File: src/rtl/tick_generator.sv
// tick_generator: N_CH independent tick-enable channels derived from clk.
// Each channel divides clk by a run-time programmable divisor, producing a
// one-cycle tick per period. A new divisor is held pending and only takes
// over at a period boundary, a disable or a restart, so periods never glitch.
// Optional feature: define TICKGEN_SQ_EN to add the 50%-duty sq outputs that
// toggle on every tick; without it the block is tick-only.
module tick_generator #(
  parameter int N_CH        = 2,
  parameter int CNT_W       = 26,
  parameter int DEFAULT_DIV = 25000
) (
  input  logic             clk,
  input  logic             rst_n,
  input  logic [N_CH-1:0]  en,
  input  logic             restart,
  input  logic             wr_en,
  input  logic [3:0]       wr_ch,
  input  logic [CNT_W-1:0] wr_div,
  output logic [N_CH-1:0]  tick
`ifdef TICKGEN_SQ_EN
  ,
  output logic [N_CH-1:0]  sq
`endif
);

  typedef logic [CNT_W-1:0] cnt_t;

  localparam cnt_t RESET_DIV = cnt_t'(DEFAULT_DIV);

  // Per-channel state
  cnt_t            cnt_q   [N_CH];
  cnt_t            cnt_d   [N_CH];
  cnt_t            div_a_q [N_CH];
  cnt_t            div_a_d [N_CH];
  cnt_t            div_p_q [N_CH];
  cnt_t            div_p_d [N_CH];
  logic [N_CH-1:0] pend_q;
  logic [N_CH-1:0] pend_d;
  logic [N_CH-1:0] tick_q;
  logic [N_CH-1:0] tick_d;
`ifdef TICKGEN_SQ_EN
  logic [N_CH-1:0] sq_q;
  logic [N_CH-1:0] sq_d;
`endif

  // Per-channel helpers
  cnt_t            term    [N_CH];  // terminal count d-1, with d = max(div_a, 1)
  cnt_t            pend_val[N_CH];  // pending divisor including a same-cycle write
  logic [N_CH-1:0] wr_hit;
  logic [N_CH-1:0] pend_any;
  logic [N_CH-1:0] wrap;
  logic [N_CH-1:0] upd_pt;

  // Next-state logic for every channel: counting, wrap, disable, restart and
  // the pending-divisor handover.
  always_comb begin
    for (int i = 0; i < N_CH; i++) begin
      // NOTE: every variable gets a default at the top of the block so no path
      // leaves it unassigned; otherwise synthesis infers a latch.
      cnt_d[i]    = cnt_q[i];
      div_a_d[i]  = div_a_q[i];
      tick_d[i]   = 1'b0;
`ifdef TICKGEN_SQ_EN
      sq_d[i]     = sq_q[i];
`endif

      // Matching the index against i also rejects wr_ch >= N_CH.
      wr_hit[i]   = wr_en && (int'(wr_ch) == i);
      pend_val[i] = wr_hit[i] ? wr_div : div_p_q[i];
      pend_any[i] = wr_hit[i] | pend_q[i];
      div_p_d[i]  = pend_val[i];
      pend_d[i]   = pend_any[i];

      term[i]     = (div_a_q[i] == '0) ? '0 : div_a_q[i] - cnt_t'(1);
      wrap[i]     = (cnt_q[i] == term[i]);
      upd_pt[i]   = restart | ~en[i] | wrap[i];

      if (restart || !en[i]) begin
        cnt_d[i]  = '0;
`ifdef TICKGEN_SQ_EN
        sq_d[i]   = 1'b0;
`endif
      end else if (wrap[i]) begin
        cnt_d[i]  = '0;
        tick_d[i] = 1'b1;
`ifdef TICKGEN_SQ_EN
        sq_d[i]   = ~sq_q[i];
`endif
      end else begin
        cnt_d[i]  = cnt_q[i] + cnt_t'(1);
      end

      // The wrap test above used the old divisor, so the running period
      // finishes before the new one takes over.
      if (upd_pt[i] && pend_any[i]) begin
        div_a_d[i] = pend_val[i];
        pend_d[i]  = 1'b0;
      end
    end
  end

  // State registers with asynchronous reset to the default divisor.
  always_ff @(posedge clk or negedge rst_n) begin
    if (!rst_n) begin
      // NOTE: the per-channel arrays are flops, not RAM, and they hold the
      // divisors the outputs depend on, so every entry is reset explicitly.
      for (int i = 0; i < N_CH; i++) begin
        cnt_q[i]   <= '0;
        div_a_q[i] <= RESET_DIV;
        div_p_q[i] <= RESET_DIV;
      end
      pend_q <= '0;
      tick_q <= '0;
`ifdef TICKGEN_SQ_EN
      sq_q   <= '0;
`endif
    end else begin
      // NOTE: non-blocking assignments so every flop samples the values from
      // before the edge, independent of statement order.
      for (int i = 0; i < N_CH; i++) begin
        cnt_q[i]   <= cnt_d[i];
        div_a_q[i] <= div_a_d[i];
        div_p_q[i] <= div_p_d[i];
      end
      pend_q <= pend_d;
      tick_q <= tick_d;
`ifdef TICKGEN_SQ_EN
      sq_q   <= sq_d;
`endif
    end
  end

  assign tick = tick_q;
`ifdef TICKGEN_SQ_EN
  assign sq   = sq_q;
`endif

endmodule
File: config.mk
export PLATFORM = sky130hd
export DESIGN_NAME = tick_generator
export DESIGN_NICKNAME = d
export VERILOG_FILES = /design/src/rtl/tick_generator.sv
export SDC_FILE = /design/constraint.sdc
export NUM_CORES = 1
export LEC_CHECK = 0
export ABC_AREA = 1
export BUFFER_PORTS_ARGS = -buffer_cell sky130_fd_sc_hd__buf_2
export CAP_MARGIN = 20
export CORE_ASPECT_RATIO = 2
export CORE_MARGIN = 5
export CORE_UTILIZATION = 42
export DETAILED_ROUTE_END_ITERATION = 10
export HOLD_SLACK_MARGIN = 0.12
export PLACE_DENSITY = 0.55
export SYNTH_ARGS = -nofsm -noshare
export SYNTH_HDL_FRONTEND = slang
export SYNTH_SLANG_ARGS = --single-unit
File: constraint.sdc
create_clock -name clk -period 3.07 [get_ports clk]
set_input_delay 0.307 -clock clk [delete_from_list [all_inputs] [get_ports clk]]
set_output_delay 0.307 -clock clk [all_outputs]
set_load 0.02 [all_outputs]
==> flow_results.org <==
** Outcome
- Outcome :: completed

** Global routing
- Gr ovfl total :: 0
- Antenna violations before repair :: 0
- Global routing consumed, over all layers together, 21.0% of the routing resources.
- Entering global routing, the biggest net connects 68 pins.
- Global-route wire length before repair :: 41.8 mm
- The via count of the first global-routing pass is 8473.

** Setup path
- Cell seen most often among critical-path stages :: nand2_1
- The worst setup path is captured at a flip-flop.
- Counting cells, the worst reg-to-reg path comes to 16.
- In this design, the largest share of critical-path delay is due to simple AND/OR/NAND/NOR gates.
- Setup slack on the worst reg-to-reg path comes out at 0.22 ns.
- For this design, the slowest cell found on the critical path is dfrtp_1.
- The startpoint identified for the worst register-to-register timing path is div_a_q[18]$_DFFE_PN0P_.
- Cell Chain, Critical Path :: nor2_1 -> nand2_1 -> nor2_2 -> nand2_1 -> inv_2 -> nand2_2 -> nand3_1 -> o21ai_0 -> nor2_1 -> nand2_1 -> nor2_1 -> nand2_2 -> nand2_8 -> nand2_4 -> nand2_1 -> nand2_1
- STA puts the critical path data required time at 3.40 ns.
- The worst setup path is of the flip-flop to flip-flop kind.
- Delay of the slowest cell on the worst path :: 0.43 ns
- In this run the worst path has a maximum fanout of 16.
- Reg2reg end :: div_a_q[1]$_DFFE_PN0P_
- Arrival time of the worst setup path :: 3.18 ns
- Kind of start point of the critical path :: flip-flop
- In this run the number of cells on the critical path is 16.
- Counting both buffers and inverters, the worst setup path holds a total of 1.
- Tracing the worst setup path back leads to its startpoint at div_a_q[18]$_DFFE_PN0P_.
- The critical path ends at div_a_q[1]$_DFFE_PN0P_.

** Placed design
- Detailed placement HPWL :: 20.6 mm
- In this run, placement finished with an instance count of 1671.
- GPL Wtd Cong :: 0.916
- Standard cell area after detailed placement :: 10100 um^2
- # port buffers :: 37

** Timing
- Max Slew Vio Count :: 0
- Unrepaired setup endpoints after global routing :: false
- Maximum frequency from static timing analysis :: 0.350 GHz
- Fin. Hold Viols :: 0
- After layout, the worst path uses 92.9% of the clock period.
- Clock skew on the completed layout was measured at 0.0108 ns.
- After layout, the minimum clock period comes to 2.85 ns.
- Setup violations remaining at the end of the flow were counted as 0.
- Transition time at the pin with the least slew margin :: 0.897 ns
- Measured against its own limit, the worst slew margin works out to 40.0%.

** Flow run
- Number of max-cap violations :: 0

** Finish
- Count of inserted antenna diode cells :: 0
- Leaving out filler cells and counting taps, the final layout contains 1709.
- Util after Layout :: 48.8%
- The finished cells cover 10800 um^2.
- Post-layout nets :: 1460
- Cells with a size suffix above 1 make up 11.5% of the layout.
- Area growth syn-to-layout :: 15.2%

** CTS
- Clock-pin slew was measured on the worst setup and hold paths at 0.07 ns.
- Postcts setup bufs :: 0
- Counting along the longest clock path gives a buffer depth of 2.
- Buffers inserted during clock tree synthesis total 17.
- The tree built by TritonCTS fans out to 160 sinks.
- Source-to-sink clock delay at the later pin of the worst-skew pair :: 0.45 ns
- CTS placed an instance of clkbuf_16 at the clock tree root.
- The clock tree synthesis step divided the H-tree into 4 levels.
- Clock tree from TritonCTS :: yes

** Logic synthesis
- Counting flops with an async set or reset pin after synthesis yields a share of 100%.
- Synthesis produced a netlist with a net count of 1391.
- #FFs+latches synth :: 160
- Post-Synthesis Mean Instance Area :: 6.92 um^2
- Cells taking the most area after synthesis :: dfrtp_1, nand2_1, nand3_1
- Sequential elements use 43.2% of the synthesized area.
- Share of the synthesized area in the top cell type :: 36.4%
- In this run, distinct cell masters in the synthesized netlist total 28.
- Counting flops with a built-in enable in the synthesized netlist gives 0.
- The synthesized design spends more area on one cell type than any other, namely dfrtp_1.
- Synth Instances :: 1351
- Most used standard cell by instance count after synthesis :: nand2_1
- For this run, the leading register cell type out of synthesis is dfrtp_1.
- Ranked by instance count, the synthesized netlist is headed by nand2_1, nor2_1, inv_1.
- Yosys synthesis warning count :: 0
- Summing every instance area after synthesis gives 9350 um^2.

** Pwr
- Cell internal power was estimated by the tool at 4.72 mW.
- Pleak :: 5.44 nW
- The analysis attributes to net switching a power of 3.08 mW.
- Gate power share :: 38.4%
- Relative contribution of sequential cells to total power :: 35.0%
- In this run, the clock network consumes 26.6% of the power.
- Dividing total power by cell area gives a power density of 724 nW/um^2.
- Of the total power, the share spent switching nets is 39.5%.
- Worst IR drop on VDD :: 0.000323 V

** Routing
- For this run, design rule violations remaining after detail routing come to 0.
- Total iterations of the first detailed-routing run :: 7
- Vias post-DR :: 8511
- Detailed-route wire length :: 26.4 mm
- Antenna Nets Post-Route :: 0
- For this block, the initial DRC count from the detailed router was 402.
- After detailed routing, the average wire length per cell comes to 15.4 um.
- Number of vias per cell after detailed routing :: 4.98

** Floorplanning
- I/O pin cnt :: 38
- The floorplan step defined a core boundary enclosing 22100 um^2.
- Starting Density :: 42.4%
- Measured along the y axis, the die boundary spans 221 um.
- The die covers 25500 um^2.
- The floorplan has 77 rows.
- Overall die width :: 115 um

** Worst hold path
- Hold_sp :: wr_div[14]
- Kind of path behind the tightest hold check :: input pin to flip-flop
## metrics by stage
step | setup slack, ns | setup TNS, ns | total power [mW] | hold slack, ns
CTS | 0.0631 | 0 | 7.82 | 0.134
detailed placement | -0.00920 | -0.0226 | 5.70 | 0.329
global route | 0.0182 | 0 | 8.35 | 0.178
floorplan | 0.657 | 0 | 4.72 | 0.0114
finish | 0.217 | 0 | 7.79 | 0.155
global placement | 0.0160 | 0 | 5.66 | 0.323
## state kept, by name (all words and copies together), names as in the netlist
signal,flops
cnt_q,52
div_a_q,52
div_p_q,52
pend_q,2
tick,2
## cell families after synthesis
kind of cell,count (synthesis),share of synthesized area [%]
XOR/XNOR,43,4.03
AND/OR/NAND/NOR,859,38.7
adder cells (fa/ha/maj),4,0.535
flip-flops,160,43.2
AO/OA/AOI/OAI,83,4.73
buffers and inverters,202,8.89
## final cells by class
| type | instances | area [um^2] |
|---|---|---|
| Multi-Input combinational cell | 991 | 4560 |
| Fill cell | 2271 | 11300 |
| Tap cell | 276 | 345 |
| Sequential cell | 160 | 4030 |
| Clock inverter | 8 | 82.6 |
| Inverter | 167 | 627 |
| Timing Repair Buffer | 83 | 632 |
| Clock buffer | 24 | 482 |
## worst min-delay path by stage
stage,slack [ns],depth (start not counted),to
detailed placement,0.33,1,cnt_q[41]$_DFF_PN0_
global route,0.18,4,tick[0]$_DFF_PN0_
finish,0.16,3,div_p_q[40]$_DFF_PN1_
CTS,0.13,3,div_p_q[40]$_DFF_PN1_
floorplan,0.01,0,cnt_q[0]$_DFF_PN0_
global placement,0.32,1,cnt_q[41]$_DFF_PN0_
## worst min-delay path, delay by kind of cell
| family | cells | cell delay (ns) |
|---|---|---|
| buffers and inverters | 2 | 0.17 |
| AO/OA/AOI/OAI | 1 | 0.10 |
## placed cells by master, fill, tap and decap left out, drive strengths merged
master,n
bufinv,1
nor3,25
buf,79
clkbuf,25
a21oi,6
xor2,40
o21ai,66
nand3,147
nand2,451
xnor2,3
or2,1
a21o,1
a31oi,1
dfrtp,136
nand3b,5
ha,4
clkinv,3
nand4,32
clkinvlp,4
dfstp,24
nor4,3
nor2,197
o21bai,9
inv,167
dlygate4sd3,3
## power by group through the flow
stage / combinational [mW] / clock, mW / sequential (mW)
after detailed placement: 2.94 / 0 / 2.76
after global placement: 2.91 / 0 / 2.75
after floorplan: 2.03 / 0 / 2.69
after CTS: 2.96 / 2.13 / 2.73
after global routing: 3.39 / 2.19 / 2.77
final: 2.99 / 2.07 / 2.73
## what timing repair did
action,4_1_cts,5_1_grt
hold buffers,3,0
pin swaps,0,3
cloned,0,3
endpoints found under the hold margin,54,0
gates resized for setup,1,13
setup endpoints to repair,17,51
## routing by layer
layer  global-route usage, %  vias to the layer above  share of wire (%)
li1                        -                     4385                  -
met1                    19.6                     3933                 34
met2                    41.1                      126                 59
met3                    3.09                       67                1.8
met4                    12.3                        0                5.3
met5                       0                        -                  0
Power figures use the tool's default switching activity.
